<file path="config.mk">
export PLATFORM = sky130hd
export DESIGN_NAME = nibble_serial_add_ctrl
export DESIGN_NICKNAME = d
export VERILOG_FILES = /design/src/rtl/nibble_serial_add_ctrl_pkg.sv /design/src/rtl/nibble_serial_add_ctrl.sv
export SDC_FILE = /design/constraint.sdc
export NUM_CORES = 1
export LEC_CHECK = 0
export ABC_AREA = 1
export CAP_MARGIN = 20
export CORE_MARGIN = 1
export CORE_UTILIZATION = 48
export DETAILED_ROUTE_END_ITERATION = 10
export PLACE_DENSITY = 0.77
export RECOVER_POWER = 25
export SETUP_SLACK_MARGIN = 0.1
export SLEW_MARGIN = 20
export SYNTH_ARGS = -nofsm -noshare
export SYNTH_HDL_FRONTEND = slang
export SYNTH_SLANG_ARGS = --single-unit
</file>
<file path="constraint.sdc">
create_clock -name clk -period 2.25 [get_ports clk]
set_input_delay 0.45 -clock clk [delete_from_list [all_inputs] [get_ports clk]]
set_output_delay 0.45 -clock clk [all_outputs]
set_load 0.01 [all_outputs]
</file>
<file path="src/rtl/nibble_serial_add_ctrl_pkg.sv">
// Shared constants, state encoding and sizing helper for the nibble-serial adder sequencer.
package nibble_serial_add_ctrl_pkg;

    localparam int NIB_W = 4;

    typedef enum logic [1:0] {
        IDLE  = 2'd0,
        RUN   = 2'd1,
        FLUSH = 2'd2
    } state_e;

    // Bits needed to count 0..n-1; never less than one bit.
    function automatic int clog2(input int n);
        int r;
        r = 0;
        for (int i = 0; i < 31; i++) begin
            if ((1 << i) < n) r = i + 1;
        end
        if (r == 0) r = 1;
        return r;
    endfunction

endpackage

</file>
<file path="src/rtl/nibble_serial_add_ctrl.sv">
// Sequences WIDTH-bit operands through the external registered 4-bit adder LSB nibble first,
// chaining its registered carry, and assembles the result; done pulses NIB+1 cycles after start.
module nibble_serial_add_ctrl
    import nibble_serial_add_ctrl_pkg::*;
#(
    parameter int WIDTH = 16
) (
    input  logic             clk,
    input  logic             reset,
    input  logic             start,
    input  logic [WIDTH-1:0] op_a,
    input  logic [WIDTH-1:0] op_b,
    input  logic             carry_in,
    output logic             ready,
    output logic [NIB_W-1:0] data_a,
    output logic [NIB_W-1:0] data_b,
    output logic             c_in,
    input  logic [NIB_W-1:0] sum,
    input  logic             c_out,
    output logic [WIDTH-1:0] result,
    output logic             carry_out,
    output logic             done
);

    localparam int NIB = WIDTH / NIB_W;
    localparam int CW  = clog2(NIB);

    state_e           state_q, state_d;
    logic [CW-1:0]    k_q, k_d;
    logic [WIDTH-1:0] a_q, a_d;
    logic [WIDTH-1:0] b_q, b_d;
    logic             cin_q, cin_d;
    logic [WIDTH-1:0] result_q, result_d;
    logic             carry_out_q, carry_out_d;
    logic             done_q, done_d;

    always_ff @(posedge clk or posedge reset) begin
        if (reset) begin
            state_q     <= IDLE;
            k_q         <= '0;
            a_q         <= '0;
            b_q         <= '0;
            cin_q       <= 1'b0;
            result_q    <= '0;
            carry_out_q <= 1'b0;
            done_q      <= 1'b0;
        end else begin
            state_q     <= state_d;
            k_q         <= k_d;
            a_q         <= a_d;
            b_q         <= b_d;
            cin_q       <= cin_d;
            result_q    <= result_d;
            carry_out_q <= carry_out_d;
            done_q      <= done_d;
        end
    end

    always_comb begin
        state_d     = state_q;
        k_d         = k_q;
        a_d         = a_q;
        b_d         = b_q;
        cin_d       = cin_q;
        result_d    = result_q;
        carry_out_d = carry_out_q;
        done_d      = 1'b0;
        ready       = 1'b0;
        data_a      = '0;
        data_b      = '0;
        c_in        = 1'b0;

        unique case (state_q)
            IDLE: begin
                ready = 1'b1;
                if (start) begin
                    a_d     = op_a;
                    b_d     = op_b;
                    cin_d   = carry_in;
                    k_d     = '0;
                    state_d = RUN;
                end
            end
            RUN: begin
                for (int i = 0; i < NIB; i++) begin
                    if (k_q == CW'(i)) begin
                        data_a = a_q[i*NIB_W +: NIB_W];
                        data_b = b_q[i*NIB_W +: NIB_W];
                    end
                end
                // Nibble 0 takes the latched carry; later nibbles take the adder's registered carry.
                c_in = (k_q == '0) ? cin_q : c_out;
                for (int i = 0; i < NIB - 1; i++) begin
                    if (k_q == CW'(i + 1)) result_d[i*NIB_W +: NIB_W] = sum;
                end
                if (k_q == CW'(NIB - 1)) begin
                    state_d = FLUSH;
                end else begin
                    k_d = k_q + CW'(1);
                end
            end
            FLUSH: begin
                result_d[WIDTH-1 -: NIB_W] = sum;
                carry_out_d                = c_out;
                done_d                     = 1'b1;
                k_d                        = '0;
                state_d                    = IDLE;
            end
            default: begin
                state_d = IDLE;
            end
        endcase
    end

    assign result    = result_q;
    assign carry_out = carry_out_q;
    assign done      = done_q;

endmodule

</file>
# ---- After elaboration in Yosys (flattened, before gate mapping)
# Cells that the tools add are included.
dict set report word_totals {
  register_bits 55
  input_bits 41
  output_inout_bits 28
  word_cells 49
}
dict set report op_classes {
  n_addsub 1
  n_eq_ne 8
  n_mux 20
  n_reduce_logical 9
}
# operator count
set op_table {}
lappend op_table {{$mux W4} 10}
lappend op_table {{$reduce_and A2 Y1} 5}
lappend op_table {{$mux W2} 4}
lappend op_table {{$eq A2 B2 Y1 const B} 3}
lappend op_table {{$ne A2 B2 Y1 const B} 3}
lappend op_table {{$pmux W2 S3} 1}
lappend op_table {{$eq A2 B1 Y1 const B} 2}
lappend op_table {{$logic_not A2 Y1} 2}
lappend op_table {{$mux W1} 4}
lappend op_table {{$pmux W2 S2} 1}
lappend op_table {{$reduce_and A3 Y1} 1}
lappend op_table {{$reduce_bool A3 Y1} 1}
lappend op_table {{$add A2 B1 Y2 const B} 1}

# ---- Depth between registers and ports, before layout
dict set report depth {
  word_depth 6
  ltp_mapped 8
  depth_no_buf 7
}

# ---- Least setup slack after synthesis
# No wires, ideal clock.
dict set report synth_timing {
  path_kind {register -> output}
  from {register k_q[0]}
  to {output port data_a[3]}
  arrival_ns 1.216
  required_time_ns 1.800
  slack_ns 0.584
  path_stages_with_launch 9
  cell_sequence {dfrtp_1 inv_1 ha_1 buf_2 inv_1 nor2_1 nor2_1 nand2_1 nand2_1}
}
dict set report synth_via {
  elab_chain_cells 6
}
# element line_no
set synth_rtl {}
lappend synth_rtl {{start, declared} nibble_serial_add_ctrl.sv:29} ;# logic [CW-1:0] k_q, k_d;
lappend synth_rtl {{start signal, assigned} nibble_serial_add_ctrl.sv:49} ;# k_q <= k_d;
lappend synth_rtl {{$logic_not A2 Y1} nibble_serial_add_ctrl.sv:86} ;# if (k_q == CW'(i)) begin
lappend synth_rtl {{$mux W4 (3 in series)} nibble_serial_add_ctrl.sv:86}
lappend synth_rtl {{$mux W4 *} nibble_serial_add_ctrl.sv:86}
lappend synth_rtl {{$mux W4 *} nibble_serial_add_ctrl.sv:73} ;# unique case (state_q)
lappend synth_rtl {{end, declared} nibble_serial_add_ctrl.sv:15} ;# output logic [NIB_W-1:0] data_a,
# Mark *: on every way between the ends. The rest lies on a longest branch, timed or not.

# ---- Worst setup path after layout
dict set report layout_timing {
  from {register k_q[0]}
  to {output port data_a[1]}
}
# Same word-level chain as after synthesis.

==> out/qor.csv <==
stage;metric;value;unit
detailed_routing;drcViolationCount;0;
power;power.switching;0.00202;W
detailed_routing;avgRoutedWirePerCell;13.7;um
hold_path;hold_path.class;register to register;
global_routing;grtUsageTotal;0.241;
power;p_leak;1.77;nW
placement;port-buffer-count;68;
die;core_area;5070;um2
job;cap_viol_max_count;0;
timing;fin_crit;2.09;ns
power;p_seq_frac;0.353;
final_layout;n_antenna_cell;0;
final_layout;nets;424;
setup_path;critPathKind;register to output port;
setup_path;end_kind;output port;
timing;maxSlewHeadroom;0.400;
clock_tree;cts.sinks;55;
logic_synthesis;syn_area_per_cell;8.32;um2
die;initial_core_util;0.497;
clock_tree;cts_made_buffers;5;
logic_synthesis;ys_seq_area_frac;0.546;
logic_synthesis;yosys_warnings;0;
timing;hold_ws;0.479;ns
placement;dp.cells;439;
setup_path;worst_path_most_repeated_cell;nand2_1;
clock_tree;path_clk_slew;0.10;ns
status;outcome;complete, no violations;
timing;fin_ws;0.157;ns
clock_tree;cts_tree;built;
clock_tree;clock-root-buffer;clkbuf_8;
setup_path;cp_cell_sequence;inv_4 -> ha_4 -> inv_2 -> buf_6 -> nor2_1 -> nor2_2 -> nand2_1 -> nand2_1 -> buf_2;
logic_synthesis;synth_area;2520;um2
power;ir_worst_vdd;0.697;mV
detailed_routing;num_vias;2272;
global_routing;grt_pass1_wl;9960;um
timing;finalClockSkew;0.00555;ns
clock_tree;htree_levels;2;
global_routing;grt_antenna_before_repair;0;
setup_path;crit_path_max_incr_delay;0.49;ns
final_layout;final_cell_mix;nand2_1 (120), clkdlybuf4s50_1 (58), dfrtp_1 (51), nand3_1 (42), o21ai_0 (10);
logic_synthesis;synth_top_family_by_area;simple AND/OR/NAND/NOR gates;
detailed_routing;routed_wl;6180;um
global_routing;grt-busiest-layer;met2;
power;power;0.00508;W
final_layout;final_common_cell;nand2_1;
timing;setup_violations;0;
placement;placed_area;3300;um2
logic_synthesis;yosys.area.top_type;dfrtp_1;
setup_path;cp_top_family;flip-flops;
logic_synthesis;ys_ff_latch;55;
global_routing;grt_overflow_total;0;
global_routing;grt_pass1_vias;2187;
global_routing;use_met1;0.317;
die;die_h;74.5;um
die;die_x;74.5;um
setup_path;required;1.80;ns
power;cellPowerDensity;1430;nW/um2
power;p_comb_frac;0.497;
logic_synthesis;syn_nets;348;
die;dieArea;5540;um2
timing;rsz0062_at_grt;yes;
clock_tree;insertion_delay;0.31;ns
die;rows;26;
die;boundaryPins;69;
placement;dp_slack;0.0304;ns
setup_path;cp-start-kind;register;
setup_path;crit_fanout;4;
detailed_routing;drt_iter0_drc;142;
clock_tree;cts_max_path_buffers;2;
setup_path;cp_slowest_cell;dfrtp_2;
setup_path;path_buf_inv;4;
global_routing;grtUsageMet2;0.408;
logic_synthesis;synth.distinct_cells;20;
logic_synthesis;synth_mux_area_frac;0;
power;switching_share;0.398;
logic_synthesis;synthSimpleGateAreaFrac;0.317;
timing;min_period_over_period;0.930;
logic_synthesis;ys_top_cells_by_area;dfrtp_1 (55%), nand2_1 (18%), nand3_1 (8.5%), nor2_1 (2.4%), ha_1 (2.0%);
global_routing;grt_max_degree;36;
placement;dp_hpwl;4180;um
power;power_frac_clock;0.149;
logic_synthesis;syn_inst;303;
final_layout;fin_cells;450;
final_layout;layout-drive-gt1-share;0.174;
final_layout;syn_to_final_growth;41.3;%
logic_synthesis;synth_fa_ha_area_frac;0.0199;
power;intPower;0.00306;W
logic_synthesis;synth-compound-area-share;0.0566;
timing;fmaxAchievable;478;MHz
setup_path;worstPathArrival;1.64;ns
timing;maxSlewViolCount;0;
detailed_routing;ant_nets;0;
placement;routabilityCongestion;0.784;
logic_synthesis;synth_xor_area_frac;0;
logic_synthesis;synth.top_cell.area_share;0.546;
timing;worst_slew_pin_slew;0.900;ns
global_routing;met3_usage;0.0407;
final_layout;final_cell_area;3560;um2
timing;finalHoldViolCount;0;
detailed_routing;via_per_inst;5.05;
detailed_routing;firstDrtPassIters;4;
-- through the flow --
| stage | TNS (ns) | utilization |
|---|---|---|
| floorplan | 0 | - |
| global placement | -0.000104 | 0.650 |
| detailed placement | 0 | 0.650 |
| CTS | 0 | 0.697 |
| global route | 0 | 0.702 |
| finish | 0 | 0.702 |
-- power groups by stage --
| stage | clock, W | sequential [W] | combinational [W] |
|---|---|---|---|
| 6_report | 0.000759 | 0.00179 | 0.00253 |
| 5_1_grt | 0.000808 | 0.00185 | 0.00283 |
| 4_1_cts | 0.000772 | 0.00176 | 0.00242 |
| 3_5_place_dp | 0 | 0.00176 | 0.00231 |
| 3_3_place_gp | 0 | 0.00174 | 0.00224 |
| 2_1_floorplan | 0 | 0.00177 | 0.00129 |
-- final cells by class --
cell class	count	area, um2
Timing Repair Buffer	83	781
Clock inverter	3	67.6
Sequential cell	55	1380
Fill cell	401	1510
Multi-Input combinational cell	219	1100
Tap cell	70	87.6
Clock buffer	5	68.8
Inverter	15	76.3
-- tightest hold or removal path, stage by stage, from the launching register on --
cell	delay [ns]
dfrtp_1	0.35
nand2_1	0.06
nand2_1	0.05
-- cells by family after synthesis --
family	Yosys count
simple gates	187
buf+inv	29
fa+ha+maj	4
compound gates	28
flops	55
-- what timing repair did --
| item | in CTS | in global routing |
|---|---|---|
| pin swaps | 2 | 3 |
| buffers inserted | 2 | 1 |
| gates resized for setup | 46 | 31 |
| cloned | 0 | 0 |
| hold buffers | 0 | 0 |
| endpoints found under the setup margin | 9 | 8 |
-- registers in the layout, summed over array words and instances, names as in the netlist --
signal,cells
k_q,2
cin_q,1
b_q,16
done,1
result,16
state_q,2
carry_out,1
a_q,16
-- metal layers --
metal  part of all wire  routed length, um
met1               0.44               2700
met2               0.51               3150
met3              0.050                311
met4             0.0019                 12
met5                  0                  0
-- synth_stat cells (all sizes together) --
cell      n
a21oi     9
buf      12
clkbuf    2
clkinv    1
dfrtp    55
ha        4
inv      14
nand2   124
nand3    43
nand4     2
nor2     18
o21a      1
o21ai    18
-- final timing paths --
kind / start / end / slack, ns / depth (start not counted)
setup / recovery: k_q[0]$_DFFE_PP0P_ / data_a[1] / 0.16 / 9
hold / removal: a_q[12]$_DFFE_PP0P_ / a_q[12]$_DFFE_PP0P_ / 0.48 / 2
setup reg to reg: state_q[0]$_DFFE_PP0P_ / cin_q$_DFFE_PP0P_ / 0.56 / 5
hold reg to reg: a_q[12]$_DFFE_PP0P_ / a_q[12]$_DFFE_PP0P_ / 0.48 / 2
max in group asynchronous: reset / result[4]$_DFFE_PP0P_ / 0.37 / 3
min in group asynchronous: reset / a_q[8]$_DFFE_PP0P_ / 0.77 / 2
Power figures use the tool's default switching activity.
